File: src/rtl/monobit_stim_gen.sv
// monobit_stim_gen: one BLOCK_LEN-bit block per start (zeros/ones/alternating/LFSR) plus exact ones count.
// Latency: first bit valid 1 cycle after start, 1 bit/cycle at ready=1, done 1 cycle after last accept.
// Backpressure: bit held stable while !bit_ready or !ena. MONOBIT_STIM_BIAS_EN adds bias port for mode 11.
module monobit_stim_gen #(
    parameter int BLOCK_LEN = 128,
    parameter int CNT_W     = 16,
    parameter int SEED_W    = 16
) (
    input  logic              clk,
    input  logic              rst_n,
    input  logic              ena,
    input  logic              start,
    input  logic [1:0]        mode,
    input  logic [SEED_W-1:0] seed,
`ifdef MONOBIT_STIM_BIAS_EN
    input  logic [3:0]        bias,
`endif
    output logic              bit_out,
    output logic              bit_valid,
    input  logic              bit_ready,
    output logic              block_first,
    output logic              block_last,
    output logic              busy,
    output logic              done,
    output logic [CNT_W-1:0]  ones_count
);

    localparam logic [SEED_W-1:0] LFSR_INIT = 16'hACE1;
    // Right-shifting Galois form of x^16+x^14+x^13+x^11+1
    localparam logic [SEED_W-1:0] LFSR_TAPS = 16'hB400;
    localparam logic [CNT_W-1:0]  LAST_IDX  = CNT_W'(BLOCK_LEN - 1);

    typedef enum logic [1:0] {
        S_IDLE = 2'd0,
        S_RUN  = 2'd1,
        S_DONE = 2'd2
    } state_t;

    state_t            state_q;
    state_t            state_d;
    logic [CNT_W-1:0]  idx_q;
    logic [CNT_W-1:0]  ones_q;
    logic [SEED_W-1:0] lfsr_q;
    logic [SEED_W-1:0] lfsr_next;
    logic [1:0]        mode_q;
    logic              gen_bit;
    logic              is_last;
    logic              launch;
    logic              accept;

    assign is_last    = (idx_q == LAST_IDX);
    assign lfsr_next  = (lfsr_q >> 1) ^ (lfsr_q[0] ? LFSR_TAPS : '0);
    assign ones_count = ones_q;

    always_comb begin
        gen_bit = 1'b0;
        case (mode_q)
            2'b00:   gen_bit = 1'b0;
            2'b01:   gen_bit = 1'b1;
            2'b10:   gen_bit = ~idx_q[0];
`ifdef MONOBIT_STIM_BIAS_EN
            default: gen_bit = (lfsr_q[3:0] < bias);
`else
            default: gen_bit = lfsr_q[0];
`endif
        endcase
    end

    always_ff @(posedge clk or negedge rst_n) begin
        if (!rst_n) begin
            state_q <= S_IDLE;
        end else if (ena) begin
            state_q <= state_d;
        end
    end

    always_comb begin
        state_d     = state_q;
        launch      = 1'b0;
        accept      = 1'b0;
        bit_valid   = 1'b0;
        bit_out     = 1'b0;
        block_first = 1'b0;
        block_last  = 1'b0;
        busy        = 1'b0;
        done        = 1'b0;
        case (state_q)
            S_IDLE: begin
                launch = start & ena;
                if (start) state_d = S_RUN;
            end
            S_RUN: begin
                bit_valid   = 1'b1;
                busy        = 1'b1;
                bit_out     = gen_bit;
                block_first = (idx_q == '0);
                block_last  = is_last;
                accept      = bit_ready & ena;
                if (bit_ready && is_last) state_d = S_DONE;
            end
            S_DONE: begin
                done    = 1'b1;
                state_d = S_IDLE;
            end
            default: state_d = S_IDLE;
        endcase
    end

    // idx stops at the last index so it never wraps, even at BLOCK_LEN = 2^CNT_W - 1
    always_ff @(posedge clk or negedge rst_n) begin
        if (!rst_n) begin
            idx_q  <= '0;
            ones_q <= '0;
            lfsr_q <= LFSR_INIT;
            mode_q <= 2'b00;
        end else if (launch) begin
            idx_q  <= '0;
            ones_q <= '0;
            mode_q <= mode;
            lfsr_q <= (seed == '0) ? LFSR_INIT : seed;
        end else if (accept) begin
            ones_q <= ones_q + {{(CNT_W-1){1'b0}}, gen_bit};
            lfsr_q <= lfsr_next;
            if (!is_last) idx_q <= idx_q + 1'b1;
        end
    end

endmodule
File: config.mk
export PLATFORM = sky130hd
export DESIGN_NAME = monobit_stim_gen
export DESIGN_NICKNAME = d
export VERILOG_FILES = /design/src/rtl/monobit_stim_gen.sv
export SDC_FILE = /design/constraint.sdc
export NUM_CORES = 1
export LEC_CHECK = 0
export CAP_MARGIN = 15
export CORE_MARGIN = 3
export CORE_UTILIZATION = 54
export CTS_BUF_LIST = sky130_fd_sc_hd__clkbuf_16
export DETAILED_ROUTE_END_ITERATION = 7
export GPL_TIMING_DRIVEN = 0
export PLACE_DENSITY = 0.8
export SETUP_SLACK_MARGIN = 0.15
export SLEW_MARGIN = 20
export SYNTH_ARGS = -nofsm -noshare
export SYNTH_HDL_FRONTEND = slang
export SYNTH_SLANG_ARGS = --single-unit
File: constraint.sdc
create_clock -name clk -period 2.1 [get_ports clk]
set_input_delay 0.42 -clock clk [delete_from_list [all_inputs] [get_ports clk]]
set_output_delay 0.42 -clock clk [all_outputs]
set_load 0.05 [all_outputs]
==> results of run 1 <==
==> synthesized netlist by cell type (all sizes together) (9+ instances only) <==
master	number	area (sq um)
a21oi	17	85.08
buf	9	72.57
dfrtp	44	1101
mux2i	12	120.1
nand2	42	157.7
nand3	15	75.07
nor2	17	63.81
nor4	9	56.30
o21ai	15	75.07
xor2	9	78.83
==> per-stage QoR <==
| step | TNS, ns | std cells | total power [mW] | cell area [sq um] | utilization, % |
|---|---|---|---|---|---|
| 2_1_floorplan | 0 | 306 | 2.122 | 2880 | - |
| 3_3_place_gp | -53.55 | 417 | 2.422 | 3405 | 69.32 |
| 3_5_place_dp | -11.51 | 417 | 2.467 | 3402 | 69.27 |
| 4_1_cts | 0 | 431 | 3.351 | 3694 | 75.21 |
| 5_1_grt | -0.2822 | 438 | 3.690 | 3892 | 79.26 |
| 6_report | -0.1007 | 438 | 3.524 | 3892 | 79.26 |
==> cell type report <==
type	count	area [sq um]
inverter	7	26.28
tap	67	83.83
fill	339	1018
buffer	17	128.9
multi-input combinational	230	1633
clock inverter	3	12.51
sequential	52	1315
timing repair buffer	57	568.0
clock buffer	5	125.1
==> registers in the layout (all words and copies together), names as in the netlist <==
name        flops
lfsr_q         16
state_q         2
idx_q          16
mode_q          2
ones_count     16
==> how the worst min path moves through the flow <==
stage / endpoint
after floorplan: idx_q[0]$_DFFE_PN0P_
after global placement: ones_count[15]$_DFFE_PN0P_
after detailed placement: ones_count[15]$_DFFE_PN0P_
after CTS: ones_count[10]$_DFFE_PN0P_
after global routing: ones_count[8]$_DFFE_PN0P_
final: ones_count[8]$_DFFE_PN0P_
==> repair_timing <==
action                     4_1_cts  5_1_grt
resized for setup               63       44
pin swaps                       12        9
setup endpoints to repair       53       36
buffers inserted                 6        7
==> power groups by stage <==
stage / Combinational [mW] / Sequential (mW) / Clock [mW]
after CTS: 1.10 / 1.47 / 0.784
after global routing: 1.34 / 1.52 / 0.829
final: 1.24 / 1.50 / 0.789
after global placement: 0.963 / 1.46 / 0
after detailed placement: 0.991 / 1.48 / 0
after floorplan: 0.591 / 1.53 / 0
==> routing by layer <==
metal / track usage (%) / wire (microns)
met5: 0 / 0
met3: 3.061 / 428
met2: 41.60 / 3879
met1: 31.13 / 3314
met4: 7.692 / 242
==> kinds of logic after synthesis <==
family | share of synthesized area, %
and+or+nand+nor | 26.85
AOI/OAI and AO/OA | 12.57
muxes | 4.731
xor gates and xnor gates | 3.680
adders and majority gates | 1.752
DFF | 45.90
buffers and inverters | 4.512
==> critical path, stage by stage (launching register included) <==
cell	delay [ns]
sky130_fd_sc_hd__dfrtp_1	0.44
sky130_fd_sc_hd__ha_4	0.19
sky130_fd_sc_hd__and4_1	0.21
sky130_fd_sc_hd__buf_6	0.12
sky130_fd_sc_hd__buf_6	0.10
sky130_fd_sc_hd__and4_1	0.17
sky130_fd_sc_hd__buf_6	0.15
sky130_fd_sc_hd__buf_8	0.15
sky130_fd_sc_hd__o31ai_1	0.39
sky130_fd_sc_hd__a21oi_1	0.13
==> flow_summary.json, run 1 <==
{
  "fin_crit_sh_pct": 103.7,
  "path_clk_slew_ns": 0.07,
  "synthesis.nets": 333,
  "finalNetCount": 397,
  "min_path_type": "primary input to asynchronous set/reset pin",
  "die_h_microns": 78.73,
  "syn_area_sq_mm": 0.002856,
  "timing.rr.end": "idx_q[4]$_DFFE_PN0P_",
  "holdBufCountCts": 0,
  "h-tree-depth": 2,
  "drv.max_cap_violation_count": 0,
  "fin_hold_ws_ns": 0.1565,
  "cp_data_arrival_time_ns": 2.33,
  "critical_path.endpoint": "idx_q[4]$_DFFE_PN0P_",
  "setup-violations-final": 3,
  "fp.dieArea_sq_mm": 0.006198,
  "p_leak_nw": 1.810,
  "grt_setup_unrepaired": "true",
  "drc_violations_left": 0,
  "switching_power_mw": 1.260,
  "synth-seq-area-share_pct": 45.90,
  "place.gp.congestion": 0.8415,
  "clock_power_share_pct": 22.4,
  "drt_pre_antenna_iters": 5,
  "timing.reg2reg.worst_path_depth": 9,
  "synthFlopType": "sky130_fd_sc_hd__dfrtp_1",
  "power.density_mw_per_mm2": 905.4,
  "detail-route-antenna-nets": 0,
  "final_period_minus_worst_setup_slack_ns": 2.177,
  "die_w_microns": 78.73,
  "clock_insertion_delay_worst_skew_ns": 0.29,
  "final_critical_path_setup_slack_ns": -0.07692,
  "post-dp-hpwl_microns": 4856,
  "yosys_register_bits": 52,
  "drive_gt1_share_pct": 25.88,
  "yosysWarningCount": 0,
  "initial_core_util_pct": 58.17,
  "cp-startpoint": "idx_q[1]$_DFFE_PN0P_",
  "synth-async-reset-ratio_pct": 100.0,
  "combPwrFrac_pct": 35.2,
  "sw_frac_of_total_pct": 35.74,
  "clock_sink_count": 52,
  "vias_in_the_first_global_route": 2566,
  "worst-slew-pin-transition_ns": 0.6592,
  "internal-power_mw": 2.265,
  "areaGrowthSynthToFinish_pct": 36.27,
  "design.portCount": 45,
  "portBuffers": 44,
  "ctsLongestPathBuffers": 2,
  "cp-end-kind": "flip-flop",
  "grt_pass1_wl_microns": 11840,
  "grt_usage_pct": 23.98,
  "postSynthAreaPerCell_sq_um": 9.335,
  "detailedRoute.firstIterationViolations": 210,
  "post_dr_vias_cell": 6.144,
  "grt_start_max_net_pins": 53,
  "max_clock_freq_mhz": 459.4,
  "antenna_found_initial": 0,
  "wl_per_cell_microns": 17.96,
  "run_status": "complete, but fails checks",
  "skew_ns": 0.005304,
  "finalWirelength_microns": 7865,
  "worst_ep_required_time_ns": 2.25,
  "rows": 25,
  "vdd_ir_drop_max_v": 0.0005765,
  "timing.rr.start": "idx_q[1]$_DFFE_PN0P_",
  "cts.root.buffer_cell": "sky130_fd_sc_hd__clkbuf_16",
  "violated_checks": "negative setup slack",
  "critPathKind": "flip-flop to flip-flop",
  "timing_hold_violations_final": 0,
  "netlist-cell-type-count": 43,
  "most-common-layout-cells": "sky130_fd_sc_hd__nand2_1, sky130_fd_sc_hd__dfrtp_1, sky130_fd_sc_hd__clkdlybuf4s50_1, sky130_fd_sc_hd__nor2_1",
  "share_of_power_burned_in_registers_pct": 42.5,
  "path_max_fanout": 10,
  "slew_viol_final": 0,
  "nature_of_the_critical_path_startpoint": "flip-flop",
  "antennaDiodeCount": 0,
  "final_common_cell": "sky130_fd_sc_hd__nand2_1",
  "syn_inst": 306,
  "regToRegSetupSlack_ns": -0.08,
  "placeableCoreArea_sq_mm": 0.004911,
  "route.vias.total": 2691,
  "slew_headroom_pct": 56.05,
  "pre_cts_slack_ns": -0.4178,
  "grt_overflow": 0,
  "clock_tree_from_tritoncts": "done",
  "synth_enable_flop_cells": 0,
  "cts_made_buffers": 5
}
Power figures use the tool's default switching activity.
==> inputs of run 2 (changes only) <==
- CORE_UTILIZATION: 54 -> 63
- DONT_BUFFER_PORTS: default -> 1
- PLACE_DENSITY: 0.8 -> 0.79
==> run 2 against run 1 <==
  * Flip-flop and latch count unchanged
  * The flow still finishes with violations (negative setup slack)
  * Critical endpoint is now block_first
  * Clock skew up 0.0017 ns
  * Non-clock buffer count down 43
  * Power down 6.2%
  * Critical path depth down 6
  * Fmax down 7.9%
  * Combinational power down 24%
==> flow_summary.json, run 2 (same netlist as run 1, synthesis figures left out) <==
{
  "power.density_mw_per_mm2": 960.5,
  "route.vias.total": 2492,
  "areaGrowthSynthToFinish_pct": 20.46,
  "antennaDiodeCount": 0,
  "cpLargestDelayFamily": "simple AND/OR/NAND/NOR gates",
  "place.gp.congestion": 0.8247,
  "grt_usage_pct": 27.21,
  "placeableCoreArea_sq_mm": 0.004173,
  "cp-startpoint": "idx_q[5]$_DFFE_PN0P_",
  "drt_pre_antenna_iters": 4,
  "antenna_found_initial": 0,
  "path_max_fanout": 8,
  "cp_data_arrival_time_ns": 1.94,
  "post_dr_vias_cell": 6.593,
  "cp-end-kind": "primary output",
  "p_leak_nw": 1.461,
  "violated_checks": "negative setup slack",
  "post-dp-hpwl_microns": 4580,
  "die_h_microns": 73.34,
  "switching_power_mw": 1.182,
  "vias_in_the_first_global_route": 2364,
  "max_clock_freq_mhz": 423.3,
  "clock_sink_count": 52,
  "grt_overflow": 0,
  "min_path_type": "primary input to flip-flop",
  "critical_path.cell_chain": "nor4_1 -> nand4b_1 -> nor4_4",
  "drive_gt1_share_pct": 28.96,
  "detail-route-antenna-nets": 0,
  "finalNetCount": 354,
  "worst_ep_required_time_ns": 1.68,
  "critical_path.slowest_cell": "sky130_fd_sc_hd__nor4_4",
  "grt_pass1_wl_microns": 11180,
  "ctsLongestPathBuffers": 2,
  "share_of_power_burned_in_registers_pct": 48.1,
  "critPathMaxStageDelay_ns": 0.59,
  "cts_made_buffers": 5,
  "detailedRoute.firstIterationViolations": 198,
  "timing_hold_violations_final": 0,
  "fin_hold_ws_ns": 0.2348,
  "pre_cts_slack_ns": -0.1054,
  "final_common_cell": "sky130_fd_sc_hd__nand2_1",
  "drc_violations_left": 0,
  "nature_of_the_critical_path_startpoint": "flip-flop",
  "sw_frac_of_total_pct": 35.76,
  "final_critical_path_setup_slack_ns": -0.2624,
  "initial_core_util_pct": 68.46,
  "wl_per_cell_microns": 19.21,
  "worst-slew-pin-transition_ns": 0.7262,
  "fillers": 240,
  "die_w_microns": 73.34,
  "most-common-layout-cells": "sky130_fd_sc_hd__nand2_1, sky130_fd_sc_hd__dfrtp_1, sky130_fd_sc_hd__nor2_1, sky130_fd_sc_hd__nand3_1, sky130_fd_sc_hd__o21ai_0",
  "finalWirelength_microns": 7262,
  "cp.buffers_inverters": 0,
  "setup-violations-final": 2,
  "combPwrFrac_pct": 28.4,
  "rows": 23,
  "internal-power_mw": 2.123,
  "h-tree-depth": 2,
  "clock_power_share_pct": 23.5,
  "skew_ns": 0.007036,
  "cts.root.buffer_cell": "sky130_fd_sc_hd__clkbuf_16",
  "timing.hold.worst.start": "mode[0]",
  "design.portCount": 45,
  "vdd_ir_drop_max_v": 0.0006729,
  "timing.rr.start": "ones_count[8]$_DFFE_PN0P_",
  "run_status": "complete, but fails checks",
  "portBuffers": 0,
  "path_clk_slew_ns": 0.06,
  "slew_headroom_pct": 51.22,
  "grt_setup_unrepaired": "true",
  "final_period_minus_worst_setup_slack_ns": 2.362,
  "clock_insertion_delay_worst_skew_ns": 0.29,
  "clock_tree_from_tritoncts": "done",
  "critPathKind": "flip-flop to primary output",
  "grt_start_max_net_pins": 53,
  "drv.max_cap_violation_count": 0,
  "slew_viol_final": 0,
  "fin_crit_sh_pct": 112.5,
  "fp.dieArea_sq_mm": 0.005378
}
-- run 2: cell type report --
cell class,instances,area (sq um),area share (%)
Multi-Input combinational cell,230,1634,47.49
Clock buffer,5,125.1,3.636
Inverter,7,26.28,0.7636
Tap cell,50,62.56,1.818
Clock inverter,3,11.26,0.3273
Sequential cell,52,1324,38.47
Timing Repair Buffer,14,138.9,4.036
Buffer,17,118.9,3.455
-- run 2: metal layers --
metal  vias up  track usage, %  routed length, microns
li1       1146               -                       -
met1      1222           36.93                    3139
met2       115           43.89                    3485
met3         9           6.430                     559
met4         0           7.445                      78
met5         -               0                       0
-- run 2: final timing paths --
check	endpoint	slack, ns	depth (start not counted)
hold / removal	mode_q[0]$_DFFE_PN0P_	0.23	2
setup reg to reg	ones_count[13]$_DFFE_PN0P_	0.06	4
max in group asynchronous	lfsr_q[11]$_DFFE_PN1P_	1.17	2
setup / recovery	block_first	-0.26	3
hold reg to reg	lfsr_q[10]$_DFFE_PN1P_	0.48	2
min in group asynchronous	ones_count[9]$_DFFE_PN0P_	0.64	2
-- run 2: worst register-to-register path, cell delays in order, from the launching register on --
cell                      delay (ns)
sky130_fd_sc_hd__dfrtp_1        0.70
sky130_fd_sc_hd__nand3_1        0.24
sky130_fd_sc_hd__or2_2          0.40
sky130_fd_sc_hd__or4_4          0.49
sky130_fd_sc_hd__a21oi_2        0.13
-- run 2: metrics by stage --
step	cell area, sq um	setup TNS, ns	utilization [%]	power, mW	std cells
floorplan	2880	0	-	2.122	306
global placement	2943	-0.2357	70.52	2.256	356
detailed placement	2943	-0.4343	70.52	2.284	356
CTS	3253	-0.3805	77.96	3.215	372
global route	3441	-0.5344	82.46	3.457	378
finish	3441	-0.3297	82.46	3.305	378
-- run 2: power by group through the flow --
stage / clock network [mW] / logic, mW / registers (mW)
floorplan: 0 / 0.591 / 1.53
global placement: 0 / 0.683 / 1.57
detailed placement: 0 / 0.707 / 1.58
CTS: 0.787 / 0.853 / 1.57
global route: 0.823 / 1.01 / 1.62
finish: 0.776 / 0.938 / 1.59
-- run 2: repair_timing --
action | CTS | global route
buffers inserted | 6 | 6
pin swaps | 5 | 14
hold endpoints to repair | 52 | 0
gates resized for setup | 27 | 42
hold buffers | 2 | 0
setup endpoints to repair | 21 | 30
